## src/rtl/sid_rec_pkg.sv

```systemverilog
// -----------------------------------------------------------------------------
// sid_rec_pkg
// Shared definitions for the SID record stream: the record field widths, the
// DELAY command address (also decoded by the ROM-driven player) and the record
// packing helper.  A record is {addr[4:0], data[7:0]}.
// -----------------------------------------------------------------------------
package sid_rec_pkg;

  localparam int REC_ADDR_W = 5;
  localparam int REC_DATA_W = 8;
  localparam int REC_W      = REC_ADDR_W + REC_DATA_W;

  // Address value reserved for "wait N+1 SID cycles" records.
  localparam logic [REC_ADDR_W-1:0] DELAY_CMD = 5'h1f;

  typedef struct packed {
    logic [REC_ADDR_W-1:0] addr;
    logic [REC_DATA_W-1:0] data;
  } rec_t;

  function automatic logic [REC_W-1:0] pack_rec(input logic [REC_ADDR_W-1:0] a,
                                                input logic [REC_DATA_W-1:0] d);
    return {a, d};
  endfunction

endpackage

```

## src/rtl/sid_rec_fifo.sv

```systemverilog
// -----------------------------------------------------------------------------
// sid_rec_fifo
// Record FIFO, REC_W bits wide and FIFO_DEPTH deep.  Accepts up to two records
// per clock (push0 is stored ahead of push1) and releases one per clock.
// Pointers carry one extra wrap bit so full and empty are distinguishable.
//
// Ports:
//   clk, reset     clock, asynchronous active-high reset (pointers only)
//   push0, din0    first record written this clock
//   push1, din1    second record written this clock (after din0)
//   pop            remove the head record (ignored when empty)
//   dout           head record (combinational read of the head slot)
//   empty          FIFO holds no records
//   free           number of free slots before this clock's push/pop
// -----------------------------------------------------------------------------
module sid_rec_fifo
  import sid_rec_pkg::*;
#(
  parameter int FIFO_DEPTH = 8,
  localparam int AW = $clog2(FIFO_DEPTH)
) (
  input  logic             clk,
  input  logic             reset,
  input  logic             push0,
  input  logic             push1,
  input  logic [REC_W-1:0] din0,
  input  logic [REC_W-1:0] din1,
  input  logic             pop,
  output logic [REC_W-1:0] dout,
  output logic             empty,
  output logic [AW:0]      free
);

  logic [REC_W-1:0] mem [FIFO_DEPTH];
  logic [AW:0]      wr_ptr;
  logic [AW:0]      rd_ptr;
  logic [AW:0]      used;
  logic [AW:0]      n_push;
  logic [AW-1:0]    wr_idx;
  logic [AW-1:0]    wr_idx1;

  assign used    = wr_ptr - rd_ptr;
  assign empty   = (used == '0);
  assign free    = (AW+1)'(FIFO_DEPTH) - used;
  assign n_push  = (AW+1)'(push0) + (AW+1)'(push1);
  assign wr_idx  = wr_ptr[AW-1:0];
  assign wr_idx1 = wr_idx + AW'(1);
  assign dout    = mem[rd_ptr[AW-1:0]];

  // Storage is data-only and carries no reset; validity is defined by the
  // pointers.  A lone push1 still lands in the first free slot.
  always_ff @(posedge clk) begin
    if (push0 || push1) begin
      mem[wr_idx] <= push0 ? din0 : din1;
    end
    if (push0 && push1) begin
      mem[wr_idx1] <= din1;
    end
  end

  always_ff @(posedge clk or posedge reset) begin
    if (reset) begin
      wr_ptr <= '0;
      rd_ptr <= '0;
    end else begin
      wr_ptr <= wr_ptr + n_push;
      if (pop && !empty) begin
        rd_ptr <= rd_ptr + (AW+1)'(1);
      end
    end
  end

endmodule

```

## src/rtl/sid_write_recorder.sv

```systemverilog
// -----------------------------------------------------------------------------
// sid_write_recorder
// Snoops the SID write bus and encodes it into the player's record stream.
// Every enabled SID cycle (ce_1m=1, enable=1) is a tick.  A write tick becomes
// one {addr,data} record; runs of idle ticks are folded into DELAY records
// (addr=DELAY_CMD, data=N covering N+1 idle cycles).  Records are buffered in
// a small FIFO and drained through a valid/ready port.
//
// Ports:
//   clk        system clock (12 MHz)
//   reset      asynchronous active-high reset
//   ce_1m      one-clk strobe per SID cycle
//   enable     recording enable
//   we         SID write enable (sampled when ce_1m=1)
//   addr,data  SID register address / data
//   rec_valid  FIFO head valid
//   rec_ready  consumer accepts head record
//   rec_addr   head record address field (0 when empty)
//   rec_data   head record data field (0 when empty)
//   overflow   sticky: records were dropped because the FIFO lacked room
//   bad_addr   sticky: a write to DELAY_CMD was observed
//   rec_count  records accepted into the FIFO, saturating
// -----------------------------------------------------------------------------
module sid_write_recorder
  import sid_rec_pkg::*;
#(
  parameter int FIFO_DEPTH  = 8,
  parameter int COUNT_WIDTH = 16
) (
  input  logic                   clk,
  input  logic                   reset,
  input  logic                   ce_1m,
  input  logic                   enable,
  input  logic                   we,
  input  logic [4:0]             addr,
  input  logic [7:0]             data,
  output logic                   rec_valid,
  input  logic                   rec_ready,
  output logic [4:0]             rec_addr,
  output logic [7:0]             rec_data,
  output logic                   overflow,
  output logic                   bad_addr,
  output logic [COUNT_WIDTH-1:0] rec_count
);

  localparam int AW = $clog2(FIFO_DEPTH);

  logic             enable_q;
  logic [7:0]       idle_c;
  logic [7:0]       idle_c_nxt;
  logic [7:0]       dly_n;
  logic             tick;
  logic             fall;
  logic             wr_tick;
  logic             bad_tick;
  logic [1:0]       n_rec;
  logic [REC_W-1:0] rec0;
  logic [REC_W-1:0] rec1;
  logic [AW:0]      free;
  logic [AW+1:0]    avail;
  logic             fits;
  logic             push0;
  logic             push1;
  logic             pop;
  logic             empty;
  logic [REC_W-1:0] head;
  rec_t             head_r;

  function automatic logic [COUNT_WIDTH-1:0] sat_add(input logic [COUNT_WIDTH-1:0] a,
                                                     input logic [1:0] n);
    logic [COUNT_WIDTH:0] sum;
    sum = {1'b0, a} + (COUNT_WIDTH+1)'(n);
    return sum[COUNT_WIDTH] ? '1 : sum[COUNT_WIDTH-1:0];
  endfunction

  assign tick     = ce_1m & enable;
  assign fall     = enable_q & ~enable;
  assign bad_tick = tick & we & (addr == DELAY_CMD);
  // A write to the DELAY address cannot be represented, so that cycle
  // counts as idle.
  assign wr_tick  = tick & we & (addr != DELAY_CMD);
  assign dly_n    = idle_c - 8'd1;

  // Record generation and idle-run bookkeeping.  The write record always
  // follows the DELAY that closes the preceding idle run.
  always_comb begin
    idle_c_nxt = idle_c;
    n_rec      = 2'd0;
    rec0       = '0;
    rec1       = '0;
    if (fall) begin
      if (idle_c != 8'd0) begin
        rec0  = pack_rec(DELAY_CMD, dly_n);
        n_rec = 2'd1;
      end
      idle_c_nxt = 8'd0;
    end else if (!enable) begin
      idle_c_nxt = 8'd0;
    end else if (wr_tick) begin
      if (idle_c != 8'd0) begin
        rec0  = pack_rec(DELAY_CMD, dly_n);
        rec1  = pack_rec(addr, data);
        n_rec = 2'd2;
      end else begin
        rec0  = pack_rec(addr, data);
        n_rec = 2'd1;
      end
      idle_c_nxt = 8'd0;
    end else if (tick) begin
      if (idle_c == 8'hff) begin
        rec0       = pack_rec(DELAY_CMD, 8'hff);
        n_rec      = 2'd1;
        idle_c_nxt = 8'd0;
      end else begin
        idle_c_nxt = idle_c + 8'd1;
      end
    end
  end

  // A pop in the same clock frees its slot for this clock's push.  Pushes
  // are all-or-nothing so a DELAY is never stored without its write.
  assign pop   = rec_valid & rec_ready;
  assign avail = (AW+2)'(free) + (AW+2)'(pop);
  assign fits  = ((AW+2)'(n_rec) <= avail);
  assign push0 = (n_rec != 2'd0) & fits;
  assign push1 = (n_rec == 2'd2) & fits;

  sid_rec_fifo #(
    .FIFO_DEPTH (FIFO_DEPTH)
  ) u_fifo (
    .clk   (clk),
    .reset (reset),
    .push0 (push0),
    .push1 (push1),
    .din0  (rec0),
    .din1  (rec1),
    .pop   (pop),
    .dout  (head),
    .empty (empty),
    .free  (free)
  );

  // Head fields are forced to zero when empty so the unreset storage never
  // shows on the port.
  assign head_r    = rec_t'(head);
  assign rec_valid = ~empty;
  assign rec_addr  = rec_valid ? head_r.addr : '0;
  assign rec_data  = rec_valid ? head_r.data : '0;

  always_ff @(posedge clk or posedge reset) begin
    if (reset) begin
      enable_q  <= 1'b0;
      idle_c    <= 8'd0;
      overflow  <= 1'b0;
      bad_addr  <= 1'b0;
      rec_count <= '0;
    end else begin
      enable_q <= enable;
      idle_c   <= idle_c_nxt;
      if ((n_rec != 2'd0) && !fits) begin
        overflow <= 1'b1;
      end
      if (bad_tick) begin
        bad_addr <= 1'b1;
      end
      if (push0) begin
        rec_count <= sat_add(rec_count, n_rec);
      end
    end
  end

endmodule

```

## config.mk

```make
export PLATFORM = sky130hd
export DESIGN_NAME = sid_write_recorder
export DESIGN_NICKNAME = d
export VERILOG_FILES = /design/src/rtl/sid_rec_pkg.sv /design/src/rtl/sid_rec_fifo.sv /design/src/rtl/sid_write_recorder.sv
export SDC_FILE = /design/constraint.sdc
export NUM_CORES = 1
export LEC_CHECK = 0
export ABC_AREA = 0
export BUFFER_PORTS_ARGS = -buffer_cell sky130_fd_sc_hd__buf_2
export CORE_ASPECT_RATIO = 0.6
export CORE_MARGIN = 2
export CORE_UTILIZATION = 57
export DETAILED_ROUTE_END_ITERATION = 10
export GPL_ROUTABILITY_DRIVEN = 0
export GPL_TIMING_DRIVEN = 0
export PLACE_DENSITY = 0.76
export SLEW_MARGIN = 5
export SYNTH_ARGS = -nofsm -noshare
export SYNTH_HDL_FRONTEND = slang
export SYNTH_SLANG_ARGS = --single-unit
```

## constraint.sdc

```tcl
create_clock -name clk -period 8.21 [get_ports clk]
set_input_delay 1.642 -clock clk [delete_from_list [all_inputs] [get_ports clk]]
set_output_delay 1.642 -clock clk [all_outputs]
set_load 0.03 [all_outputs]
```

======== Yosys cells after proc, flatten, opt, wreduce, memory -nomap -nowiden ========
Memory sizes are Yosys's and may differ from the RTL's.
Index checks and enable logic that the tools add are counted.
operators by class
  equal/unequal tests ..................... 5
  reduce and logical (&&, ||, !) cells .... 9
  add/sub/neg operators ................... 10
  $lt $le $gt $ge ......................... 1
  muxes and demuxes ....................... 31
  bitwise operators ....................... 10
operator list
  operator                                                                  number
  13-bit 2-to-1 mux                                                         12
  8-bit 2-to-1 mux                                                          6
  16-bit by 2-bit adder with 17-bit output                                  1
  16-bit 2-to-1 mux                                                         1
  8-bit by 1-bit adder with 8-bit output (second input constant)            1
  1-bit AND                                                                 8
  8-bit equality test (second input constant)                               1
  2-bit 2-to-1 mux                                                          4
  8-bit nonzero test                                                        1
  8-bit by 1-bit subtractor with 8-bit output (second input constant)       1
  1-bit 2-to-1 mux                                                          7
  4-bit by 1-bit adder with 5-bit output                                    1
  5-bit equality test (second input constant)                               1
  2-bit by 5-bit <= comparator with 1-bit output                            1
  5-bit 2-to-1 mux                                                          1
  5-bit inequality test (second input constant)                             1
  4-bit by 1-bit adder with 4-bit output (second input constant)            1
  4-bit adder                                                               1
  4-bit logical NOT                                                         1
  4-bit by 1-bit inequality test with 1-bit output (second input constant)  1
  4-bit subtractor                                                          1
  4-bit subtractor (first input constant)                                   1
  3-bit by 1-bit adder with 3-bit output (second input constant)            1
  1-bit logical AND                                                         3
  6 further kinds                                                           8
word-level totals
  output and inout port bits .............. 32
  bits in writable memories ............... 104
  memories ................................ 1
  register bits after elaboration ......... 35
  logic and storage cells ................. 74
  input port bits ......................... 19
memories
  name        depth  width  rd ports  clocked after memory_dff  write ports  line                RTL
  u_fifo.mem  8      13     1         0                         2            sid_rec_fifo.sv:34  logic [REC_W-1:0] mem [FIFO_DEPTH];

======== Longest topological paths before layout ========
  word-level depth ........................ 11
  mapped depth ............................ 23
  gate-level depth less buffers ........... 22

======== By module ========
Synthesis repeated with hierarchy kept, for this count alone.
unflattened totals
  cells, all modules ...................... 776
  area, all modules ....................... 8051.5 µm²
modules (own cells, without submodules)
  module              instances  seq. area each (µm²)  area an instance (µm²)  cells an instance
  sid_rec_fifo        1          3323.2                5868.1                  509
  sid_write_recorder  1          675.6                 2183.3                  267

======== Least setup slack after synthesis ========
No wires, ideal clock.
  path type ............................... in2reg
  from .................................... in addr[2]
  to ...................................... mem u_fifo.mem[0][0] (netlist name), enable pin
  setup slack ............................. 2.180 ns
  data required time ...................... 7.806 ns
  data arrival time ....................... 5.626 ns
  setup time .............................. 0.404 ns
  stages on the path ...................... 16
  path buffers ............................ 4
  cells stage by stage .................... clkbuf_1 > nand4_1 > o21ba_2 > nand2_1 > inv_1 > clkbuf_1 > ha_1 > a21oi_1 > a221oi_4 > a22oi_1 > buf_4 > buf_6 > inv_1 > ha_1 > or2_2 > o31ai_1
RTL lines
  what             line                      RTL
  start, declared  sid_write_recorder.sv:35  input logic [4:0] addr,
  end, declared    sid_rec_fifo.sv:34

==> metrics.cfg <==
[setup_path]
cp-end-kind=register
cp_max_fo=12
cp_cell_sequence=clkbuf_1, nand4_1, o21ba_2, nand2_1, inv_1, clkbuf_1, o22ai_1, inv_1, ha_1, a221oi_4, a22oi_1, buf_4, buf_6, ha_1, nand2_1, nor3_1, a21oi_1, buf_2, and2_4, a21o_1
slowest_delay_ns=0.59
path_buf_inv=7
critPathLaunchType=input port
crit_type=in -> reg
required_ns=8.50
slowest_stage=a221oi_4
critical_path_arrival_ns=7.10
cp_top_family=compound AO/OA/AOI/OAI gates

[global_routing]
grt_max_degree=36
grt_pass1_wl_um=30700
grt_pass1_vias=5459
overflow=0
grtUsageTotal_pct=28.6
antenna_found_initial=0

[sta]
tightestPinTransition_ns=1.04
finClkSkew_ns=0.0124
relSlewSlack_pct=30.9
fin_setup_tns_ns=0
layout_setup_ws_ns=1.41
rsz0062_at_grt=no
slew_violations=0
period_needed_ns=6.80
setup_violations=0
max_freq_ghz=0.147
hold_viol_final=0
fin_crit_sh_pct=82.9

[layout]
final_common_cell=edfxtp_1
num_antenna_cells=0
drive_above_1_share_pct=20.3
syn2layout_area_growth_pct=14.3
nets=760
regArea_um2=4000
multi_input_area_um2=3520
num-fill-cells=955
layout_common_cells=edfxtp_1 (104), nand2_1 (67), buf_2 (52)

[synthesis]
synth_ff_type=edfxtp_1
synthXorXnorAreaFrac_pct=2.15
syn_inst=656
synth_nets=695
synth_adder_area_share_pct=3.50
avgSynthCellArea_um2=11.9
synth_async_sr_flop_share_pct=25.2
synth_top_family_by_area=multiplexers
yosys.cell_types.count=53
yosysWarnings=0
netlist_area_um2=7780
synth_mux_area_share_pct=14.8
synth-compound-area-share_pct=13.4
synth_simple_gate_area_share_pct=11.0
synth-edff-count=104
synth-seq-area-share_pct=51.4
ys_ff_latch=139

[drt]
viasPerCell=6.46
drtPass1Iterations=5
ant_nets=0
drt_iter0_markers=719
wl_per_cell_um=22.2
wl_um=20200
num_vias=5874
drcViolationCount=0

[job]
maxCapViolations=0

[cts]
clkTransAtPathRegs_ns=0.06
cts_tree=done
cts_resized=0
cts_max_level=4
cts_buffers=17
clkLatencyLatePin_ns=0.43
clockBufferDepth=2
postCtsSetupBuffers=0
cts-root-buf=clkbuf_16
ctsHoldBuffers=0
clkSinkCount=139

[floorplanning]
core-area_um2=13500
rows=33
fp.dieH_um=94.5
initial_core_util_pct=57.6
die-area_um2=14600
dieWidth_um=155
boundaryPins=51

[min_path]
hold_path_class=reg -> reg

[placement]
place_ws_ns=1.23
port_buffers=45
hpwlAfterDp_um=14200

[power_and_ir_drop]
powerDensity_nw_per_um2=433
p_leak_uw=0.00398
vdd_drop_max_mv=0.235

[outcome]
status=completed

[cells in the mapped netlist (all sizes together), types with 17 or more instances]
| master | count | share of area (%) |
|---|---|---|
| buf | 19 | 1.6 |
| a21oi | 46 | 3.0 |
| a21o | 42 | 4.1 |
| nand3 | 19 | 1.2 |
| ha | 17 | 2.7 |
| o22ai | 22 | 1.8 |
| o21ai | 21 | 1.4 |
| nor2 | 24 | 1.2 |
| edfxtp | 104 | 40 |
| nand2 | 67 | 3.2 |
| dfrtp | 35 | 11 |
| mux4 | 26 | 7.5 |
| inv | 29 | 1.4 |
| clkbuf | 17 | 0.82 |
| mux2i | 51 | 6.6 |
[sequential cells by signal, summed over array words and instances, names as in the netlist]
register       cells
bad_addr           1
enable_q           1
idle_c             8
overflow           1
rec_count         16
u_fifo.mem       104
u_fifo.rd_ptr      4
u_fifo.wr_ptr      4
[report_power, final]
| part | leakage (µW) | internal (µW) | switching (µW) |
|---|---|---|---|
| logic | 0.00228 | 782 | 1290 |
| registers | 0.00141 | 901 | 59.4 |
| clock network | 0.000295 | 511 | 313 |
[cell type report]
cell class,instances,area share [%]
multi-input combinational,452,39.6
clock inverter,13,2.18
buffer,36,2.12
tap,175,2.46
inverter,29,1.22
clock buffer,19,4.86
timing repair buffer,46,2.61
sequential,139,44.9
[cell families (layout without fill, tap and decap cells)]
kind of cell,count (synthesis),in the layout
buf+inv,65,143
mux,82,82
fa+ha+maj,20,20
flops,139,139
simple gates,172,172
xor+xnor,16,16
compound gates,162,162
[worst reg2reg max path: stages, from the launching register on]
cell      delay, ns
dfrtp_1        0.37
clkbuf_1       0.53
clkbuf_1       0.64
inv_1          0.20
fa_1           0.51
inv_1          0.08
ha_1           0.18
nand2_1        0.07
o21ai_1        0.41
xor2_1         0.20
ha_1           0.28
a221oi_4       0.59
a22oi_1        0.20
buf_4          0.22
buf_6          0.15
ha_1           0.24
nand2_1        0.25
nor3_1         0.15
a21oi_1        0.26
buf_2          0.38
and2_4         0.25
a21o_1         0.10
[metal layers]
metal	up-vias	wire length, µm	track usage (%)
li1	2600	-	-
met1	2903	8510	40.3
met2	333	8970	41.9
met3	38	2410	10.6
met4	0	314	8.26
met5	-	0	0
[metrics by stage]
stage / cells / util (%) / area (µm²) / power, µW / hold WS, ns
floorplan: 656 / - / 7780 / 2470 / 0.462
global placement: 876 / 60.9 / 8230 / 2920 / 0.451
detailed placement: 877 / 61.3 / 8270 / 3000 / 0.457
CTS: 909 / 65.9 / 8900 / 3830 / 0.472
global route: 909 / 65.9 / 8900 / 4030 / 0.508
finish: 909 / 65.9 / 8900 / 3860 / 0.474
[worst paths after layout]
kind	to	cells after the start	startpoint	slack (ns)
hold / removal	bad_addr	2	bad_addr	0.47
min in group asynchronous	idle_c[4]	2	reset	1.34
setup reg to reg	u_fifo.mem[0][11]	21	u_fifo.rd_ptr[1]	1.81
setup / recovery	u_fifo.mem[0][11]	20	addr[1]	1.41
max in group asynchronous	u_fifo.wr_ptr[1]	2	reset	6.38
hold reg to reg	bad_addr	2	bad_addr	0.47
Power figures use the tool's default switching activity.
